**src/rtl/alu_seq_if.sv**
```systemverilog
// Instruction-issue handshake bundle feeding the ALU sequencer.
interface alu_seq_if #(
  parameter int DW = 8
);
  logic          IN_VALID;
  logic          IN_READY;
  logic [3:0]    IN_OP;
  logic [1:0]    IN_RD;
  logic [1:0]    IN_RS;
  logic [1:0]    IN_RT;
  logic [DW-1:0] IN_IMM;

  modport master (
    output IN_VALID, IN_OP, IN_RD,
    output IN_RS, IN_RT, IN_IMM,
    input  IN_READY
  );

  modport slave (
    input  IN_VALID, IN_OP, IN_RD,
    input  IN_RS, IN_RT, IN_IMM,
    output IN_READY
  );
endinterface

```
**src/rtl/alu_seq.sv**
```systemverilog
// Issue/writeback sequencer for the 8-bit ALU: 4-entry register file,
// one instruction in flight, IDLE -> EXEC -> WB per instruction.
module alu_seq #(
  parameter int NREG = 4,
  parameter int DW   = 8,
  parameter int CW   = 16
) (
  input  logic          CLK,
  input  logic          RST,
  alu_seq_if.slave      in_if,
  output logic          ALU_EN,
  output logic          ALU_OE,
  output logic [3:0]    ALU_OPCODE,
  output logic [DW-1:0] ALU_A,
  output logic [DW-1:0] ALU_B,
  input  logic [DW-1:0] ALU_RES,
  input  logic          ALU_CF,
  input  logic          ALU_OF,
  input  logic          ALU_SF,
  input  logic          ALU_ZF,
  output logic [3:0]    FLAGS,
  output logic          DONE,
  output logic          ERR,
  output logic [CW-1:0] RETIRED,
  input  logic [1:0]    RD_ADDR,
  output logic [DW-1:0] RD_DATA
);

  typedef enum logic [1:0] {
    IDLE,
    EXEC,
    WB
  } state_t;

  localparam logic [3:0] OP_LOADI = 4'd1;

  state_t        state;
  state_t        state_nx;
  logic [DW-1:0] regs [NREG];
  logic [3:0]    op_q;
  logic [1:0]    rd_q;
  logic [DW-1:0] imm_q;
  logic [DW-1:0] a_q;
  logic [DW-1:0] b_q;
  logic [3:0]    flags_q;
  logic [CW-1:0] ret_q;
  logic          is_alu;
  logic          illegal;
  logic          wb_ok;

  assign is_alu  = (op_q >= 4'd2) && (op_q <= 4'd7);
  assign illegal = op_q[3];
  assign wb_ok   = (state == WB) && !illegal;

  always_ff @(posedge CLK) begin
    if (RST) state <= IDLE;
    else     state <= state_nx;
  end

  // Every output is forced low while RST is high.
  always_comb begin
    state_nx        = state;
    in_if.IN_READY  = 1'b0;
    ALU_EN          = 1'b0;
    ALU_OE          = 1'b0;
    ALU_OPCODE      = '0;
    ALU_A           = '0;
    ALU_B           = '0;
    DONE            = 1'b0;
    ERR             = 1'b0;
    unique case (state)
      IDLE: begin
        in_if.IN_READY = !RST;
        if (in_if.IN_VALID) state_nx = EXEC;
      end
      EXEC: begin
        ALU_EN   = is_alu && !RST;
        state_nx = WB;
      end
      WB: begin
        DONE     = !illegal && !RST;
        ERR      = illegal && !RST;
        state_nx = IDLE;
      end
      default: state_nx = IDLE;
    endcase
    if ((state != IDLE) && is_alu && !RST) begin
      ALU_OE     = 1'b1;
      ALU_OPCODE = op_q;
      ALU_A      = a_q;
      ALU_B      = b_q;
    end
  end

  always_ff @(posedge CLK) begin
    if (RST) begin
      for (int i = 0; i < NREG; i++) regs[i] <= '0;
      op_q    <= '0;
      rd_q    <= '0;
      imm_q   <= '0;
      a_q     <= '0;
      b_q     <= '0;
      flags_q <= '0;
      ret_q   <= '0;
    end else begin
      if ((state == IDLE) && in_if.IN_VALID) begin
        op_q  <= in_if.IN_OP;
        rd_q  <= in_if.IN_RD;
        imm_q <= in_if.IN_IMM;
        a_q   <= regs[in_if.IN_RS];
        b_q   <= regs[in_if.IN_RT];
      end
      if (wb_ok) begin
        ret_q <= ret_q + 1'b1;
        if (is_alu) begin
          regs[rd_q] <= ALU_RES;
          flags_q    <= {ALU_CF, ALU_OF, ALU_SF, ALU_ZF};
        end else if (op_q == OP_LOADI) begin
          regs[rd_q] <= imm_q;
        end
      end
    end
  end

  assign FLAGS   = RST ? '0 : flags_q;
  assign RETIRED = RST ? '0 : ret_q;
  assign RD_DATA = RST ? '0 : regs[RD_ADDR];

endmodule

```
**src/flat_wrapper.sv**
```systemverilog
// flat-port wrapper written by rule: the top's interface ports become plain ports
module alu_seq_flat 
#(
  parameter int NREG = 4,
  parameter int DW   = 8,
  parameter int CW   = 16
)
  (CLK, RST, ALU_EN, ALU_OE, ALU_OPCODE, ALU_A, ALU_B, ALU_RES, ALU_CF, ALU_OF, ALU_SF, ALU_ZF, FLAGS, DONE, ERR, RETIRED, RD_ADDR, RD_DATA, in_if_IN_VALID, in_if_IN_OP, in_if_IN_RD, in_if_IN_RS, in_if_IN_RT, in_if_IN_IMM, in_if_IN_READY);
  alu_seq_if #(.DW(DW)) in_if_i ();
  input  logic CLK;
  input  logic RST;
  output logic ALU_EN;
  output logic ALU_OE;
  output logic [3:0] ALU_OPCODE;
  output logic [DW-1:0] ALU_A;
  output logic [DW-1:0] ALU_B;
  input  logic [DW-1:0] ALU_RES;
  input  logic ALU_CF;
  input  logic ALU_OF;
  input  logic ALU_SF;
  input  logic ALU_ZF;
  output logic [3:0] FLAGS;
  output logic DONE;
  output logic ERR;
  output logic [CW-1:0] RETIRED;
  input  logic [1:0] RD_ADDR;
  output logic [DW-1:0] RD_DATA;
  input wire logic [$bits(in_if_i.IN_VALID)-1:0] in_if_IN_VALID;
  input wire logic [$bits(in_if_i.IN_OP)-1:0] in_if_IN_OP;
  input wire logic [$bits(in_if_i.IN_RD)-1:0] in_if_IN_RD;
  input wire logic [$bits(in_if_i.IN_RS)-1:0] in_if_IN_RS;
  input wire logic [$bits(in_if_i.IN_RT)-1:0] in_if_IN_RT;
  input wire logic [$bits(in_if_i.IN_IMM)-1:0] in_if_IN_IMM;
  output wire logic [$bits(in_if_i.IN_READY)-1:0] in_if_IN_READY;
  assign in_if_i.IN_VALID = in_if_IN_VALID;
  assign in_if_i.IN_OP = in_if_IN_OP;
  assign in_if_i.IN_RD = in_if_IN_RD;
  assign in_if_i.IN_RS = in_if_IN_RS;
  assign in_if_i.IN_RT = in_if_IN_RT;
  assign in_if_i.IN_IMM = in_if_IN_IMM;
  assign in_if_IN_READY = in_if_i.IN_READY;
  alu_seq #(.NREG(NREG), .DW(DW), .CW(CW)) u_core (.CLK(CLK), .RST(RST), .in_if(in_if_i), .ALU_EN(ALU_EN), .ALU_OE(ALU_OE), .ALU_OPCODE(ALU_OPCODE), .ALU_A(ALU_A), .ALU_B(ALU_B), .ALU_RES(ALU_RES), .ALU_CF(ALU_CF), .ALU_OF(ALU_OF), .ALU_SF(ALU_SF), .ALU_ZF(ALU_ZF), .FLAGS(FLAGS), .DONE(DONE), .ERR(ERR), .RETIRED(RETIRED), .RD_ADDR(RD_ADDR), .RD_DATA(RD_DATA));
endmodule
```
**config.mk**
```make
export PLATFORM = sky130hd
export DESIGN_NAME = alu_seq_flat
export DESIGN_NICKNAME = d
export VERILOG_FILES = /design/src/rtl/alu_seq_if.sv /design/src/rtl/alu_seq.sv /design/src/flat_wrapper.sv
export SDC_FILE = /design/constraint.sdc
export NUM_CORES = 1
export LEC_CHECK = 0
export CORE_UTILIZATION = 53
export CTS_BUF_LIST = sky130_fd_sc_hd__clkbuf_8
export DETAILED_ROUTE_END_ITERATION = 7
export PLACE_DENSITY = 0.84
export SKIP_CTS_REPAIR_TIMING = 1
export SLEW_MARGIN = 10
export SYNTH_ARGS = -nofsm -noshare
export SYNTH_HDL_FRONTEND = slang
export SYNTH_SLANG_ARGS = --single-unit
```
**constraint.sdc**
```tcl
create_clock -name CLK -period 2.2 [get_ports CLK]
set_input_delay 0.22 -clock CLK [delete_from_list [all_inputs] [get_ports CLK]]
set_output_delay 0.22 -clock CLK [all_outputs]
set_load 0.05 [all_outputs]
```
Word level (Yosys, flattened, before mapping)
Memories as Yosys holds them, arrays and structs flattened. A register that Yosys moved wholly into a read port is not among the register bits.
Cells that the tools add are included.
{"block": "classes", "n_addsub": 1, "magnitude_cmp": 2, "n_eq_ne": 4, "mux": 28, "n_bitwise": 1, "reduce_logical": 14}
{"cell": "$mux 8", "n": 5}
{"cell": "$mux 1", "n": 17}
{"cell": "$add 16x1->16 const B", "n": 1}
{"cell": "$mux 16", "n": 1}
{"cell": "$logic_and 1x1->1", "n": 8}
{"cell": "$mux 4", "n": 2}
{"cell": "$reduce_or 8->1", "n": 1}
{"cell": "$eq 4x1->1 const B", "n": 1}
{"cell": "$ge 4x2->1 const B", "n": 1}
{"cell": "$le 4x3->1 const B", "n": 1}
{"cell": "$mux 2", "n": 2}
{"cell": "$pmux 2 s2", "n": 1}
{"cell": "$eq 2x1->1 const B", "n": 1}
{"cell": "$eq 2x2->1 const B", "n": 1}
{"cell": "$logic_not 1->1", "n": 2}
{"cell": "$logic_not 2->1", "n": 1}
{"cell": "$ne 2x2->1 const B", "n": 1}
{"cell": "$reduce_and 2->1", "n": 1}
{"cell": "$reduce_bool 2->1", "n": 1}
{"cell": "$or 1x1->1", "n": 1}
{"block": "totals", "reg_bits": 36, "ramBits": 32, "inputBits": 35, "output_inout_bits": 53, "elab_cells": 57, "n_memories": 1}
{"memory": "u_core.regs", "depth": 4, "word_bits": 8, "read_ports": 3, "rd_clocked_by_memory_dff": 2, "wr": 4, "line_no": "alu_seq.sv:39", "source": "logic [DW-1:0] regs [NREG];"}

Depth between registers and ports, before layout
Gate-level depths: netlist (run 1).
{"block": "depth", "word_depth": 9, "depth_mapped": 6, "mapped_depth_nobuf": 5}

Worst setup path after synthesis (run 1)
Ideal clock, no wire load.
{"block": "synth_path", "path_type": "register -> register", "from": "reg u_core.op_q[3]", "to": "mem u_core.regs[0][0] (enable)", "setup_time_ns": 0.334, "t_arrival_ns": 2.172, "required_time_ns": 1.866, "slack_ns": -0.306, "path_stages_with_launch": 7, "n_path_buf": 2, "synth_period_minus_slack_ns": 2.506, "cell_sequence": "dfxtp_1 > nor4b_4 > o31ai_2 > buf_6 > or3_1 > buf_2 > nand2b_1"}
{"item": "start: declaration", "line_no": "alu_seq.sv:40", "source": "logic [3:0] op_q;"}
{"item": "start signal: assignment", "line_no": "alu_seq.sv:107", "source": "op_q <= in_if.IN_OP;"}
{"item": "end: declaration", "line_no": "alu_seq.sv:39"}

Final worst setup path (run 1)
{"block": "layout_path", "from": "reg u_core.state[0]", "to": "out ALU_EN"}
{"block": "layout_between", "elab_chain_cells": 2}
{"item": "start: declaration", "line_no": "alu_seq.sv:37", "source": "state_t state;"}
{"item": "start signal: assignment", "line_no": "alu_seq.sv:57", "source": "else state <= state_nx;"}
{"item": "$eq 2x1->1", "line_no": "alu_seq.sv:71", "source": "unique case (state)"}
{"item": "$mux 1", "line_no": "alu_seq.sv:71"}
{"item": "end: declaration", "line_no": "flat_wrapper.sv:12", "source": "output logic ALU_EN;"}
Every way passes these cells.

==> impl_results.md, run 1 <==
- Proportion of layout cells with a drive suffix above 1: 0.224
- Static Leak: 2.11 nW
- Setup violators final: 0
- Max Fclk: 502 MHz
- Initial Utilization: 0.546
- CTS tree: done
- Worst-path clk slew: 0.09 ns
- Pins Over Slew Limit: 0
- Max VDD drop: 0.346 mV
- Die X: 91.0 µm
- Mapped Nets: 449
- Final setup TNS: 0 ns
- Clk Latency, worst-skew pair: 0.35 ns
- Clk sinks: 84
- Part of the Yosys area used for sequential elements: 0.477
- Synth top area cells: dfxtp_1 (25%), edfxtp_1 (23%), mux4_2 (13%), nand2_1 (6.0%), nor2b_1 (4.3%)
- DRC: 2
- YS warnings: 0
- Endpoint type of the worst setup path: output port
- Critical path startpoint category: flop
- CP max FO: 7
- Via density: 5.44
- CP max-delay cell: nor3b_1
- Final non-filler cell total: 603
- Vias: 3279
- Area grow syn2layout: 33.3%
- Top Metal Used: met4
- Dpl hpwl: 6.95 mm
- Initial drt markers: 200
- Wirelength per Cell: 15.4 µm
- Post-synthesis cell type count: 40
- Clock power frac: 0.346
- Synth top area share: 0.248
- Port Buf Inserts: 86
- Wirelength, routed: 9.31 mm
- Initial antenna violation count: 0
- Least-Margin Pin Slew: 0.844 ns
- Max_slew headroom: 0.436
- TritonCTS buffer count: 9
- I/O pins: 88
- Final hold violation count: 0
- Vias in the first global route: 3291
- CTS H-tree depth: 3
- Die Area: 8280 µm²
- Total power: 3.26 mW
- DRT antenna net count: 0
- Largest net degree at the start of global routing: 43
- WL met3: 364 µm
- GPL Wtd Cong: 0.777
- RSZ-0062 raised after global routing: false
- Critical Path RT: 1.98 ns
- Maxcap violations: 0
- Fillers: 533
- Core ar.: 7690 µm²
- Fin crit period: 1.99 ns
- Final period util: 0.905
- PwrDens: 584 nW/µm²
- Seq pwr share: 0.526
- Sw power: 0.854 mW
- Avg Inst Size Synth: 10.2 µm²
- Worst Path Buf+Inv: 1
- Util after Layout: 0.727
- Cell accounting for the most synthesized area: dfxtp_1
- Cell Int Power: 2.41 mW
- CP dominant cell by count: nor3b_1
- Worst Setup Slack, final: 0.209 ns
- Outcome: finished with violations
- WL met2: 4.81 mm
- Post-Place Worst Slack: 0.218 ns
- Failing checks: design-rule violations
- #FFs+latches synth: 84
- Inst Count DP: 587
- Final nets: 532
- Cell-by-cell listing of the critical path: nor3b_1 > nor3b_1 > buf_12
- Antenna fix cells: 0
- DRT Pass-1 Iters: 8
- Skew final: 0.0102 ns
- Logic pwr share: 0.128
- Area after DPL: 5380 µm²
- Hold crit path type: in -> reg
- CTS Buffer Depth: 2
- Worst path top cell family by delay: simple AND/OR/NAND/NOR gates
- Mapped Area: 4200 µm²
- GRT overflow: 0
- WS Path Type: reg -> out
- Total GRT Usage: 0.238
- # rows: 32
- Max stage delay on crit path: 0.50 ns
- Crit path arrival time: 1.77 ns
- EDFF count, synth: 32
- Root Driver: clkbuf_8
- Asr flop ratio synth: 0
- Die height: 91.0 µm
- Worst hold slack: 0.329 ns
- Net Sw Frac: 0.262
- Finished Cell Area: 5590 µm²
- First-pass GRT wire length: 15.4 mm
- Main synth FF type: dfxtp_1
- WL met1: 3.93 mm
- Cells after Synth: 413
==> cells in the mapped netlist (2+ instances only) <==
master    count
nor2_1       45
and2_1       22
and4_1        2
xor2_1        7
nor2b_1      29
nor3_1        3
o21ai_0       4
xnor2_1       3
nand4_1       5
and3_1        5
inv_1         3
nand2_1      67
buf_1         2
nor2_2        8
dfxtp_1      52
buf_2         3
nand2b_1      2
clkbuf_1     23
mux4_2       24
mux2i_1      12
a21oi_1      33
nand3_1       3
buf_6         2
edfxtp_1     32
nor3b_1       3
or3b_1        2
mux2_2        2
or3_1         3
==> metal layers <==
metal | global-route usage | vias up
li1 | - | 1591
met1 | 0.289 | 1573
met2 | 0.426 | 97
met3 | 0.0343 | 18
met4 | 0.0939 | 0
met5 | 0 | -
==> area by class of cell <==
| cell class | count | area [µm²] | area share |
|---|---|---|---|
| inverters | 3 | 11.3 | 0.00201 |
| flip-flops and latches | 84 | 2000 | 0.358 |
| multi-input cells | 295 | 2070 | 0.370 |
| well taps | 102 | 128 | 0.0228 |
| repair buffers | 103 | 1170 | 0.209 |
| clock buffers | 9 | 124 | 0.0222 |
| clock inverters | 7 | 83.8 | 0.0150 |
==> cell families (layout without fill, tap and decap cells) <==
kind of cell             Yosys count  count (layout)  share of synthesized area
AO/OA/AOI/OAI                     39              39                     0.0489
XOR/XNOR                          10              10                     0.0209
adder cells (fa/ha/maj)            1               1                    0.00298
buffers and inverters             34             122                     0.0358
flip-flops                        84              84                      0.477
multiplexers                      38              38                      0.163
other                              1               1                   0.000894
AND/OR/NAND/NOR                  206             206                      0.251
==> worst min-delay path: stages <==
cell and delay [ns]:
buf_2 0.14, buf_4 0.22, a21oi_1 0.06
==> final timing paths <==
check,slack (ns),end,cells past startpoint,start
worst max register to register,0.28,u_core.regs[0][0],4,u_core.op_q[3]
worst min register to register,0.45,u_core.a_q[4],2,u_core.a_q[4]
worst min-delay path,0.33,u_core.ret_q[15],3,RST
worst max-delay path,0.21,ALU_EN,3,u_core.state[0]
==> sequential cells by signal (all words and copies together), names as in the netlist <==
register and cells:
u_core.a_q 8, u_core.flags_q 4, u_core.imm_q 8, u_core.rd_q 2, u_core.ret_q 16, u_core.regs 32
u_core.state 2, u_core.op_q 4, u_core.b_q 8
==> cell usage in the layout (no fill, tap or decap), types with 2 or more instances in the layout <==
| cell type | instances |
|---|---|
| inv_1 | 3 |
| nand2b_4 | 3 |
| or3_1 | 3 |
| and2_1 | 22 |
| nor3_1 | 3 |
| nand4_1 | 5 |
| mux2i_1 | 12 |
| or3b_1 | 2 |
| nand2_1 | 67 |
| nor3b_1 | 3 |
| nand3_1 | 3 |
| nor2_2 | 8 |
| buf_12 | 22 |
| mux4_2 | 24 |
| buf_4 | 30 |
| nor2b_1 | 29 |
| and3_1 | 5 |
| o21ai_0 | 4 |
| clkbuf_8 | 9 |
| clkinv_4 | 3 |
| mux2_2 | 2 |
| xnor2_1 | 3 |
| and4_1 | 2 |
| xor2_1 | 7 |
| clkdlybuf4s50_1 | 50 |
| edfxtp_1 | 32 |
| nor2_1 | 45 |
| dfxtp_1 | 51 |
| a21oi_1 | 33 |
==> power groups by stage <==
| stage | logic (mW) | clock network (mW) | registers (mW) |
|---|---|---|---|
| 2_1_floorplan | 0.272 | 0 | 1.73 |
| 3_3_place_gp | 0.405 | 0 | 1.74 |
| 3_5_place_dp | 0.416 | 0 | 1.75 |
| 4_1_cts | 0.418 | 1.14 | 1.72 |
| 5_1_grt | 0.449 | 1.21 | 1.72 |
| 6_report | 0.417 | 1.13 | 1.72 |
(Power assumes the default switching activity.)
==> run 2: changes to the inputs <==
--- a/config.mk
+++ b/config.mk
@@ -5,10 +5,12 @@
 export SDC_FILE = /design/constraint.sdc
 export NUM_CORES = 1
 export LEC_CHECK = 0
-export CORE_UTILIZATION = 53
+export CELL_PAD_IN_SITES_DETAIL_PLACEMENT = 0
+export CELL_PAD_IN_SITES_GLOBAL_PLACEMENT = 1
+export CORE_UTILIZATION = 41
 export CTS_BUF_LIST = sky130_fd_sc_hd__clkbuf_8
 export DETAILED_ROUTE_END_ITERATION = 7
-export PLACE_DENSITY = 0.84
+export PLACE_DENSITY = 0.85
 export SKIP_CTS_REPAIR_TIMING = 1
 export SLEW_MARGIN = 10
 export SYNTH_ARGS = -nofsm -noshare
==> impl_results.md, run 2 (synthesized netlist as in run 1, its figures left out) <==
- Worst-path clk slew: 0.09 ns (about the same)
- GR Util met1: 0.235 (was 0.289)
- CP max-delay cell: dfxtp_1 (was nor3b_1)
- Die Area: 10600 µm² (was 8280 µm²)
- Max Fclk: 481 MHz (was 502 MHz)
- Max stage delay on crit path: 0.45 ns (was 0.50 ns)
- Met3 Use GR: 0.0346 (was 0.0343)
- Antenna fix cells: 0 (unchanged)
- Critical Path RT: 1.98 ns (about the same)
- Reg2Reg Setup Slack: 0.28 ns (about the same)
- Worst Min Path Start: RST (unchanged)
- Commonest non-fill, non-tap cell in the layout: nand2_1 (unchanged)
- I/O pins: 88 (unchanged)
- CTS tree: done (unchanged)
- Hold crit path type: in -> reg (unchanged)
- Max VDD drop: 0.307 mV (was 0.346 mV)
- WHS Path Cells: 2 (was 3)
- Initial antenna violation count: 0 (unchanged)
- Net Sw Frac: 0.255 (was 0.262)
- DRT Pass-1 Iters: 4 (was 8)
- Critical path startpoint category: flop (unchanged)
- Fin crit period: 2.08 ns (was 1.99 ns)
- Largest net degree at the start of global routing: 31 (was 43)
- Sw power: 0.868 mW (was 0.854 mW)
- RSZ-0062 raised after global routing: false (unchanged)
- Reg-to-Reg Start: u_core.op_q[3] (unchanged)
- Maxcap violations: 0 (unchanged)
- Util after Layout: 0.577 (was 0.727)
- R2r endpoint: u_core.regs[1][0] (was u_core.regs[0][0])
- DRT antenna net count: 0 (unchanged)
- Clk Latency, worst-skew pair: 0.36 ns (was 0.35 ns)
- Final setup TNS: 0 ns (unchanged)
- DRC: 0 (was 2)
- CP max FO: 19 (was 7)
- Cell-by-cell listing of the critical path: nor2_1 > nor4_2 > buf_4 > and2_1 > buf_12 (was nor3b_1 > nor3b_1 > buf_12)
- Crit path arrival time: 1.86 ns (was 1.77 ns)
- Final nets: 534 (was 532)
- Port Buf Inserts: 86 (unchanged)
- Via density: 5.06 (was 5.44)
- Final hold violation count: 0 (unchanged)
- Dpl hpwl: 7.10 mm (was 6.95 mm)
- Final period util: 0.944 (was 0.905)
- Inst Count DP: 619 (was 587)
- Die height: 103 µm (was 91.0 µm)
- Vias in the first global route: 3037 (was 3291)
- Largest registers: u_core.regs (32), u_core.ret_q (16) (unchanged)
- Logic pwr share: 0.124 (was 0.128)
- Core ar.: 9860 µm² (was 7690 µm²)
- GPL Wtd Cong: 0.817 (was 0.777)
- Proportion of layout cells with a drive suffix above 1: 0.223 (was 0.224)
- Root Driver: clkbuf_8 (unchanged)
- Hold EP: u_core.ret_q[15] (unchanged)
- Vias: 3220 (was 3279)
- Wirelength, routed: 9.41 mm (was 9.31 mm)
- FF-to-FF path depth: 4 (unchanged)
- Area grow syn2layout: 35.8% (was 33.3%)
- Final non-filler cell total: 636 (was 603)
- Die X: 103 µm (was 91.0 µm)
- Clock power frac: 0.372 (was 0.346)
- # rows: 36 (was 32)
- TritonCTS buffer count: 9 (unchanged)
- Total GRT Usage: 0.185 (was 0.238)
- Top Usage Layer GRT: met2 (unchanged)
- Least-Margin Pin Slew: 0.562 ns (was 0.844 ns)
- Static Leak: 2.14 nW (was 2.11 nW)
- Initial Utilization: 0.425 (was 0.546)
- Met2 Resource Use GR: 0.314 (was 0.426)
- Most frequent cells in the layout: nand2_1 (67), clkdlybuf4s50_1 (52), dfxtp_1 (51), nor2_1 (45), a21oi_1 (33) (was nand2_1 (67), dfxtp_1 (51), clkdlybuf4s50_1 (50), nor2_1 (45), a21oi_1 (33))
- First-pass GRT wire length: 14.8 mm (was 15.4 mm)
- Outcome: finished clean (was finished with violations)
- Endpoint type of the worst setup path: output port (unchanged)
- CTS Buffer Depth: 2 (unchanged)
- Cell Int Power: 2.53 mW (was 2.41 mW)
- Clk sinks: 84 (unchanged)
- CTS H-tree depth: 3 (unchanged)
- WS Path Type: reg -> out (unchanged)
- Max_slew headroom: 0.620 (was 0.436)
- Pins Over Slew Limit: 0 (unchanged)
- PwrDens: 597 nW/µm² (was 584 nW/µm²)
- Wirelength per Cell: 14.8 µm (was 15.4 µm)
- Seq pwr share: 0.504 (was 0.526)
- Reg with most FFs: u_core.regs (unchanged)
- GRT overflow: 0 (unchanged)
- Skew final: 0.0131 ns (was 0.0102 ns)
- Max reg flops: 32 (unchanged)
- Setup violators final: 0 (unchanged)
- Initial drt markers: 191 (was 200)
[run 2: cell count changes in the layout (fill, tap and decap cells not counted)]
cell             previous run  this run
bufinv_16                   1         2
buf_12                     22        24
clkinvlp_4                  1         0
inv_6                       1         2
clkdlybuf4s50_1            50        52
clkinv_4                    3         2
buf_4                      30        28
[run 2: layer usage]
metal | part of all wire | vias to the layer above | routed length [µm]
li1 | - | 1594 | -
met1 | 0.44 | 1541 | 4180
met2 | 0.51 | 78 | 4770
met3 | 0.039 | 7 | 365
met4 | 0.010 | 0 | 95
met5 | 0 | - | 0
[run 2: area by class of cell]
type,instances,area (µm²)
tap,133,166
sequential,84,2000
fill,824,4170
clock buffer,9,124
inverter,3,11.3
timing repair buffer,105,1220
multi-input combinational,295,2070
clock inverter,7,106
[run 2: metrics by stage]
| step | instance area (µm²) | setup WS (ns) | hold WS, ns | power, mW |
|---|---|---|---|---|
| after floorplan | 4230 | -0.157 | 0.356 | 2.01 |
| after CTS | 5690 | 0.0935 | 0.180 | 3.43 |
| final | 5700 | 0.123 | 0.192 | 3.40 |
| after global placement | 5460 | 0.254 | 0.439 | 2.17 |
| after global routing | 5700 | 0.00821 | 0.192 | 3.53 |
| after detailed placement | 5460 | 0.221 | 0.442 | 2.17 |
[run 2: worst max path at each step]
stage | endpoint | cells past startpoint | startpoint | slack [ns]
2_1_floorplan | u_core.regs[2][0] | 6 | u_core.state[0] | -0.16
3_3_place_gp | RD_DATA[2] | 5 | RD_ADDR[0] | 0.25
3_5_place_dp | u_core.regs[1][6] | 6 | RST | 0.22
4_1_cts | ALU_B[2] | 5 | u_core.op_q[2] | 0.09
5_1_grt | ALU_B[3] | 5 | u_core.op_q[2] | 0.008
6_report | ALU_B[3] | 5 | u_core.op_q[2] | 0.12
[run 2: power groups by stage]
| stage | sequential, mW | clock (mW) | combinational [mW] |
|---|---|---|---|
| 4_1_cts | 1.71 | 1.29 | 0.424 |
| 6_report | 1.71 | 1.26 | 0.420 |
| 3_3_place_gp | 1.75 | 0 | 0.419 |
| 5_1_grt | 1.72 | 1.35 | 0.453 |
| 3_5_place_dp | 1.75 | 0 | 0.424 |
| 2_1_floorplan | 1.73 | 0 | 0.272 |
[run 2: critical path, delay by kind of cell (launching register included)]
family        cells  cell delay [ns]
simple gates      3             0.63
flops             1             0.45
buf+inv           2             0.41
